<file path="src/rtl/ras_pkg.sv">
// Shared constants for the return-address stack: overflow policies and default geometry.
package ras_pkg;
    localparam int RAS_OVF_DROP  = 0;
    localparam int RAS_OVF_WRAP  = 1;
    localparam int RAS_WIDTH_DEF = 32;
    localparam int RAS_DEPTH_DEF = 32;
endpackage

</file>
<file path="src/rtl/ras_regfile.sv">
// Return-address storage: one synchronous write port, two asynchronous read ports.
module ras_regfile #(
    parameter int WIDTH = 32,
    parameter int DEPTH = 32,
    localparam int AW   = $clog2(DEPTH)
) (
    input  logic             clk,
    input  logic             we,
    input  logic [AW-1:0]    waddr,
    input  logic [WIDTH-1:0] wdata,
    input  logic [AW-1:0]    raddr_top,
    input  logic [AW-1:0]    raddr_pop,
    output logic [WIDTH-1:0] rdata_top,
    output logic [WIDTH-1:0] rdata_pop
);
    // Contents are deliberately left unreset; count gates every read that matters.
    logic [WIDTH-1:0] mem [DEPTH];

    always_ff @(posedge clk) begin
        if (we) mem[waddr] <= wdata;
    end

    assign rdata_top = mem[raddr_top];
    assign rdata_pop = mem[raddr_pop];
endmodule

</file>
<file path="src/rtl/ret_addr_stack.sv">
// Return-address stack: push link PC on call, pop it back on return, with status and sticky errors.
module ret_addr_stack
    import ras_pkg::*;
#(
    parameter int WIDTH    = RAS_WIDTH_DEF,
    parameter int DEPTH    = RAS_DEPTH_DEF,
    parameter int OVF_MODE = RAS_OVF_DROP,
    localparam int AW      = $clog2(DEPTH),
    localparam int CW      = AW + 1
) (
    input  logic             clk,
    input  logic             reset,
    input  logic             push,
    input  logic             pop,
    input  logic             flush,
    input  logic [WIDTH-1:0] push_data,
    output logic [WIDTH-1:0] pop_data,
    output logic             pop_valid,
    output logic [WIDTH-1:0] top_data,
    output logic [CW-1:0]    count,
    output logic             full,
    output logic             empty,
    output logic             overflow,
    output logic             underflow
);
    localparam logic [CW-1:0] FULL_CNT = CW'(DEPTH);

    logic [AW-1:0]    sp, sp_m1;
    logic             we;
    logic [AW-1:0]    waddr;
    logic [WIDTH-1:0] rd_top, rd_pop;

    assign sp_m1 = sp - 1'b1;
    assign full  = (count == FULL_CNT);
    assign empty = (count == '0);
    assign top_data = empty ? '0 : rd_top;

    // Push+pop on a non-empty stack replaces the top in place, so the write lands at sp-1.
    always_comb begin
        we    = 1'b0;
        waddr = sp;
        if (!reset && !flush && push) begin
            if (pop) begin
                if (!empty) begin
                    we    = 1'b1;
                    waddr = sp_m1;
                end
            end else if (!full || OVF_MODE == RAS_OVF_WRAP) begin
                we = 1'b1;
            end
        end
    end

    ras_regfile #(.WIDTH(WIDTH), .DEPTH(DEPTH)) u_rf (
        .clk       (clk),
        .we        (we),
        .waddr     (waddr),
        .wdata     (push_data),
        .raddr_top (sp_m1),
        .raddr_pop (sp_m1),
        .rdata_top (rd_top),
        .rdata_pop (rd_pop)
    );

    always_ff @(posedge clk) begin
        if (reset) begin
            sp        <= '0;
            count     <= '0;
            pop_data  <= '0;
            pop_valid <= 1'b0;
            overflow  <= 1'b0;
            underflow <= 1'b0;
        end else begin
            pop_valid <= 1'b0;
            if (flush) begin
                sp    <= '0;
                count <= '0;
            end else begin
                case ({push, pop})
                    2'b10: begin
                        if (!full) begin
                            sp    <= sp + 1'b1;
                            count <= count + 1'b1;
                        end else begin
                            overflow <= 1'b1;
                            if (OVF_MODE == RAS_OVF_WRAP) sp <= sp + 1'b1;
                        end
                    end
                    2'b01: begin
                        if (!empty) begin
                            pop_data  <= rd_pop;
                            pop_valid <= 1'b1;
                            sp        <= sp_m1;
                            count     <= count - 1'b1;
                        end else begin
                            underflow <= 1'b1;
                        end
                    end
                    2'b11: begin
                        // Empty stack: the call's link goes straight through to the return.
                        pop_data  <= empty ? push_data : rd_pop;
                        pop_valid <= 1'b1;
                    end
                    default: ;
                endcase
            end
        end
    end
endmodule

</file>
<file path="config.mk">
export PLATFORM = sky130hd
export DESIGN_NAME = ret_addr_stack
export DESIGN_NICKNAME = d
export VERILOG_FILES = /design/src/rtl/ras_pkg.sv /design/src/rtl/ras_regfile.sv /design/src/rtl/ret_addr_stack.sv
export SDC_FILE = /design/constraint.sdc
export NUM_CORES = 1
export LEC_CHECK = 0
export ABC_CLOCK_PERIOD_IN_PS = 11950
export BUFFER_PORTS_ARGS = -buffer_cell sky130_fd_sc_hd__buf_4
export CAP_MARGIN = 40
export CORE_ASPECT_RATIO = 0.75
export CORE_MARGIN = 2
export CORE_UTILIZATION = 50
export DETAILED_ROUTE_END_ITERATION = 10
export PLACE_DENSITY = 0.68
export SYNTH_ARGS = -nofsm -noshare
export SYNTH_HDL_FRONTEND = slang
export SYNTH_HIERARCHICAL = 1
export SYNTH_SLANG_ARGS = --single-unit
</file>
<file path="constraint.sdc">
create_clock -name clk -period 11.95 [get_ports clk]
set_clock_uncertainty 0.2 [all_clocks]
set_input_delay 2.39 -clock clk [delete_from_list [all_inputs] [get_ports clk]]
set_output_delay 2.39 -clock clk [all_outputs]
set_load 0.01 [all_outputs]
</file>
## After elaboration in Yosys (flattened, before gate mapping)

Memories as Yosys holds them, arrays and structs flattened.
Cells that the tools add are included.

| operators by class | value |
|---|---|
| reduce and logical (&&, ||, !) cells | 13 |
| magnitude comparators | 0 |
| shift operators | 0 |
| $mul | 0 |
| bitwise gates (word level) | 1 |
| equal/unequal tests | 6 |
| $add $sub $neg | 4 |
| mux-type cells | 19 |
| divide/modulo/power cells | 0 |

Operators by type and width:

| operator | count |
|---|---|
| $mux W32 | 3 |
| $pmux W32 S2 | 1 |
| $mux W5 | 4 |
| $mux W6 | 2 |
| $pmux W6 S2 | 1 |
| $reduce_and A3 Y1 | 4 |
| $pmux W5 S2 | 1 |
| $add A6 B1 Y6 const B | 1 |
| $eq A6 B6 Y1 const B | 1 |
| $logic_not A6 Y1 | 1 |
| $mux W1 | 6 |
| $sub A6 B1 Y6 const B | 1 |
| $add A5 B1 Y5 const B | 1 |
| $sub A5 B1 Y5 const B | 1 |
| $eq A2 B2 Y1 const B | 2 |
| $ne A2 B2 Y1 const B | 2 |
| $reduce_bool A2 Y1 | 2 |
| $eq A2 B1 Y1 const B | 1 |
| $logic_and A1 B1 Y1 | 2 |
| $logic_not A1 Y1 | 2 |
| $pmux W1 S2 | 1 |
| $reduce_and A2 Y1 | 1 |
| $reduce_or A2 Y1 | 1 |
| $not A1 Y1 | 1 |

| storage, ports and cells | value |
|---|---|
| bits in writable memories | 1024 |
| bits in read-only memories | 0 |
| flip-flop bits (word level) | 46 |
| bits of input ports | 37 |
| latch bits | 0 |
| output and inout port bits | 75 |
| word-level logic and storage cells | 50 |
| memories kept | 1 |

Memories:

| name | depth | width | rd ports | clocked after memory_dff | write ports | RTL line | source |
|---|---|---|---|---|---|---|---|
| u_rf.mem | 32 | 32 | 1 | 0 | 1 | ras_regfile.sv:17 | `logic [WIDTH-1:0] mem [DEPTH];` |

## Longest topological paths before layout

| depth | value |
|---|---|
| depth in word-level cells | 6 |
| gate-level depth with buffers | 13 |
| depth with buffers taken out | 10 |

## Cells and area by module

Netlist, hierarchy kept.

By module, submodules not included:

| module | seq. area each (sq um) | area each (sq um) | cells each | times used |
|---|---|---|---|---|
| ras_regfile | 30749.5 | 48789.3 | 3386 | 1 |
| ret_addr_stack | 920.9 | 2845.2 | 337 | 1 |

## Worst setup path before layout

OpenSTA, ideal clock, no wires.

| timing | value |
|---|---|
| path type | input -> register |
| from | input port reset |
| to | memory u_rf.mem[17][0], enable pin |
| path slack | 5812 ps |
| setup time | 421 ps |
| data arrival time | 5517 ps |
| data required time | 11329 ps |
| path buffers | 1 |
| stages on the path | 7 |
| cell sequence | or2_0 > clkbuf_1 > a211oi_2 > nand2_1 > xnor2_1 > or3b_2 > nor2_1 |

| on the way | value |
|---|---|
| elaborated cells between the ends (all ways) | 7 |
| classes of those cells | mux: 4; reduce/logical: 3 |

RTL lines:

| element | RTL line | source |
|---|---|---|
| from (decl) | ret_addr_stack.sv:12 | `input logic reset,` |
| $logic_not A1 Y1 | ret_addr_stack.sv:42 | `if (!reset && !flush && push) begin` |
| $logic_and A1 B1 Y1 (2 in a row) | ret_addr_stack.sv:42 |  |
| $mux W5 | ret_addr_stack.sv:42 |  |
| net waddr[4] | ret_addr_stack.sv:30 | `logic [AW-1:0] waddr;` |
| to (decl) | ras_regfile.sv:17 |  |

The timed path passes the listed nets, and every way through them passes these cells.

## Worst setup path after layout

| timing | value |
|---|---|
| from | register sp[0] |
| to | output port top_data[26] |

| on the way | value |
|---|---|
| cells in the longest elaborated chain, start to end | 3 |

RTL lines:

| element | RTL line | source |
|---|---|---|
| from (decl) | ret_addr_stack.sv:28 | `logic [AW-1:0] sp, sp_m1;` |
| from (signal assigned) | ret_addr_stack.sv:82 | `sp <= sp + 1'b1;` |
| from (signal assigned) | ret_addr_stack.sv:86 | `if (OVF_MODE == RAS_OVF_WRAP) sp <= sp + 1'b1;` |
| from (signal assigned) | ret_addr_stack.sv:93 | `sp <= sp_m1;` |
| $sub A5 B1 Y5 | ret_addr_stack.sv:33 | `assign sp_m1 = sp - 1'b1;` |
| net sp_m1[0] | ret_addr_stack.sv:28 |  |
| $mem_v2 Z32 W32 | n/a |  |
| net rd_top[26] | ret_addr_stack.sv:31 | `logic [WIDTH-1:0] rd_top, rd_pop;` |
| $mux W32 | ret_addr_stack.sv:36 | `assign top_data = empty ? '0 : rd_top;` |
| to (decl) | ret_addr_stack.sv:19 | `output logic [WIDTH-1:0] top_data,` |

The timed path passes the listed nets, and every way through them passes these cells.

==> reports/qor.yml <==
clocking:
  cts_sinks: 1070
  clk_pin_slew_ps: 70
  htreeDepth: 3
  post-cts-setup-buffers: 0
  holdBufCountCts: 0
  clk_latency_ps: 710
  cts_buffer_depth: 3
  cts_tree: "yes"
  tritoncts.num_buffers: 103
  cts-root-buf: "clkbuf_16"
  cts-resized-gates: 0
place:
  portBuffers: 111
  dp_hpwl_mm: 84.50
  dp_cells: 4988
  gp_congestion: 0.8111
  pre_cts_ws_ps: 4939
synth:
  synth-seq-area-share_pct: 61.34
  syn-cell-area_um2: 51630
  yosysTopAreaCellShare_pct: 59.55
  yosys_warnings: 6
  synth_edf_count: 1024
  syn-num-nets: 3763
  yosys.area.top_type: "edfxtp_1"
  async_flop_share_pct: 0
  postSynthCellCount: 3723
  synth_most_common_cell: "mux2i_1"
  netlist_top_cells_area: "edfxtp_1 60%, mux2i_1 20%, a22oi_1 2.9%, a22o_1 2.2%, a21oi_1 1.9%"
  synth_flop_cell: "edfxtp_1"
  synth_common_cells: "1030 x mux2i_1, 1024 x edfxtp_1, 252 x nand2_1, 201 x a21oi_1, 198 x a22oi_1"
  syn_avg_cell_area_um2: 13.87
  yosysUniqueCellTypes: 49
  ys_ff_latch: 1070
global_route:
  grt_max_degree: 157
  gr-total-overflow: 0
  grtUsageTotal_pct: 29.65
  antenna_found_initial: 6
  grt_first_pass_wirelength_mm: 224.1
  first_global_vias: 31854
hold_path:
  hold_end: "overflow$_SDFFE_PP0P_"
  hold_path_depth: 2
  min_path_type: "reg -> reg"
  min_from: "overflow$_SDFFE_PP0P_"
drt:
  ant_nets: 0
  wirelength_mm: 160.1
  routedWlPerCell_um: 30.89
  dr.first_iter.drc_count: 4500
  drt-vias-per-instance: 6.586
  dr_total_vias: 34137
  drtPass1Iterations: 6
  drc: 0
critical_path:
  r2r-start: "sp[0]$_SDFFE_PP0P_"
  r2r_slack_ps: 6840
  rr_worst_depth: 13
  worstSetupStartpointType: "flip-flop"
  critPathArrivalTime_ps: 5200
  critPathCaptureType: "primary output"
  critical_path_class: "reg -> out"
  critPathMaxFanout: 82
  worstReg2RegEnd: "pop_data[27]$_SDFFE_PP0P_"
  cp_data_required_time_ps: 9360
finish:
  finalNetCount: 3781
  ff_latch_area_um2: 31670
  instances_no_fill: 5183
  fill_cells: 8279
  areaGrowthSynthToFinish_pct: 10.51
  final_layout_size_suffix_gt1_share_pct: 11.81
  multiInputGateArea_um2: 18520
timing:
  setup_viol: 0
  fin_tns_setup_ps: 0
  fin_crit_sh_pct: 65.18
  maxSlewViolCount: 0
  fmax_mhz: 128.4
  finalWorstPathRequiredPeriod_ps: 7789
  worst_pin_slew_ps: 1112
  rsz0062_at_grt: "no"
  hold_viol: 0
  slew_headroom_pct: 25.84
  fin_ws_ps: 4161
pwr:
  power_switching_mw: 2.058
  switching_share_pct: 24.41
  p_int_mw: 6.374
  pwr_density_cell_nw_per_um2: 147.8
  clkPwrFrac_pct: 39.8
  seqPwrFrac_pct: 49.0
  power_frac_comb_pct: 11.2
  p_leak_nw: 24.48
  ir_worst_vdd_uv: 122.3
floorplanning:
  die_area_um2: 105900
  fp.dieH_um: 282.3
  start_util_pct: 50.20
  core-area_um2: 102900
  fp.dieW_um: 375.1
  row_count: 102
  ios: 112
flow_run:
  cap_violations: 0
status:
  status: "finished, final reports clean"
==> how the worst max path moves through the flow <==
stage          depth (start not counted)  slack, ps                   endpoint          startpoint
6_report                              12       4160               top_data[26]  sp[0]$_SDFFE_PP0P_
5_1_grt                               12       3980               top_data[26]  sp[0]$_SDFFE_PP0P_
3_3_place_gp                          11       4810                top_data[9]  sp[0]$_SDFFE_PP0P_
3_5_place_dp                          12       4940               top_data[26]  sp[0]$_SDFFE_PP0P_
2_1_floorplan                          7       5810  u_rf/mem[17][0]$_DFFE_PP_               reset
4_1_cts                               12       4190               top_data[26]  sp[0]$_SDFFE_PP0P_
==> layout make-up <==
class / count / area share (%)
inverters: 4 / 0.03947
multi-input cells: 2368 / 32.46
clock buffers: 138 / 4.925
flip-flops and latches: 1070 / 55.50
repair buffers: 194 / 3.000
clock inverters: 53 / 1.094
well taps: 1352 / 2.965
diodes: 4 / 0.01754
==> per-layer routing <==
| metal | routed length, µm | GRT usage, % |
|---|---|---|
| met1 | 66840 | 41.96 |
| met5 | 11 | 0 |
| met4 | 5762 | 10.37 |
| met2 | 69440 | 44.30 |
| met3 | 18030 | 7.886 |
==> metrics by stage <==
stage | util (%) | cell area, µm² | hold slack (ps) | total power, mW
after floorplan | - | 51630 | 282.4 | 4.805
after global placement | 51.87 | 53360 | 257.8 | 5.112
final | 55.47 | 57060 | 275.6 | 8.433
after detailed placement | 52.12 | 53620 | 258.9 | 5.128
after CTS | 55.46 | 57050 | 276.3 | 8.442
after global routing | 55.47 | 57060 | 329.6 | 8.651
==> power by group through the flow <==
stage          registers [mW]  logic, mW  clock network (mW)
2_1_floorplan            4.21      0.597                   0
3_3_place_gp             4.21      0.901                   0
3_5_place_dp             4.21      0.917                   0
4_1_cts                  4.13      0.919                3.39
5_1_grt                  4.13      0.985                3.54
6_report                 4.13      0.942                3.36
==> logic make-up after synthesis <==
family                     after synthesis  share of synthesized area, %
xor gates and xnor gates                 8                        0.1357
AOI/OAI and AO/OA                      634                         8.837
buffers and inverters                  285                         3.400
DFF                                   1070                         61.34
muxes                                 1031                         19.99
adders and majority gates                3                       0.07270
and+or+nand+nor                        692                         6.230
==> sequential cells by signal, indices dropped and copies added (netlist names) <==
name and cells:
count 6, u_rf/mem 1024, pop_data 32, sp 5, pop_valid 1, overflow 1
underflow 1
==> placed cells by master, fill, tap and decap left out, types with 71 or more instances in the layout <==
| cell type | netlist | routed |
|---|---|---|
| nor3_1 | 71 | 71 |
| a22oi_1 | 198 | 198 |
| a21oi_1 | 201 | 201 |
| nand3_1 | 195 | 195 |
| buf_4 | 47 | 176 |
| nand2_1 | 252 | 249 |
| a22o_1 | 128 | 128 |
| clkbuf_16 | 0 | 104 |
| mux2i_1 | 1030 | 1030 |
| edfxtp_1 | 1024 | 1024 |
==> worst max-delay path, stage by stage, from the launching register on <==
cell	delay, ps
dfxtp_1	350
inv_1	430
ha_1	400
inv_8	510
buf_4	740
buf_4	750
mux2i_1	260
a22o_1	170
nor3_1	60
a31oi_1	160
nand3_1	170
and2_1	190
buf_4	140
(Power assumes the default switching activity.)
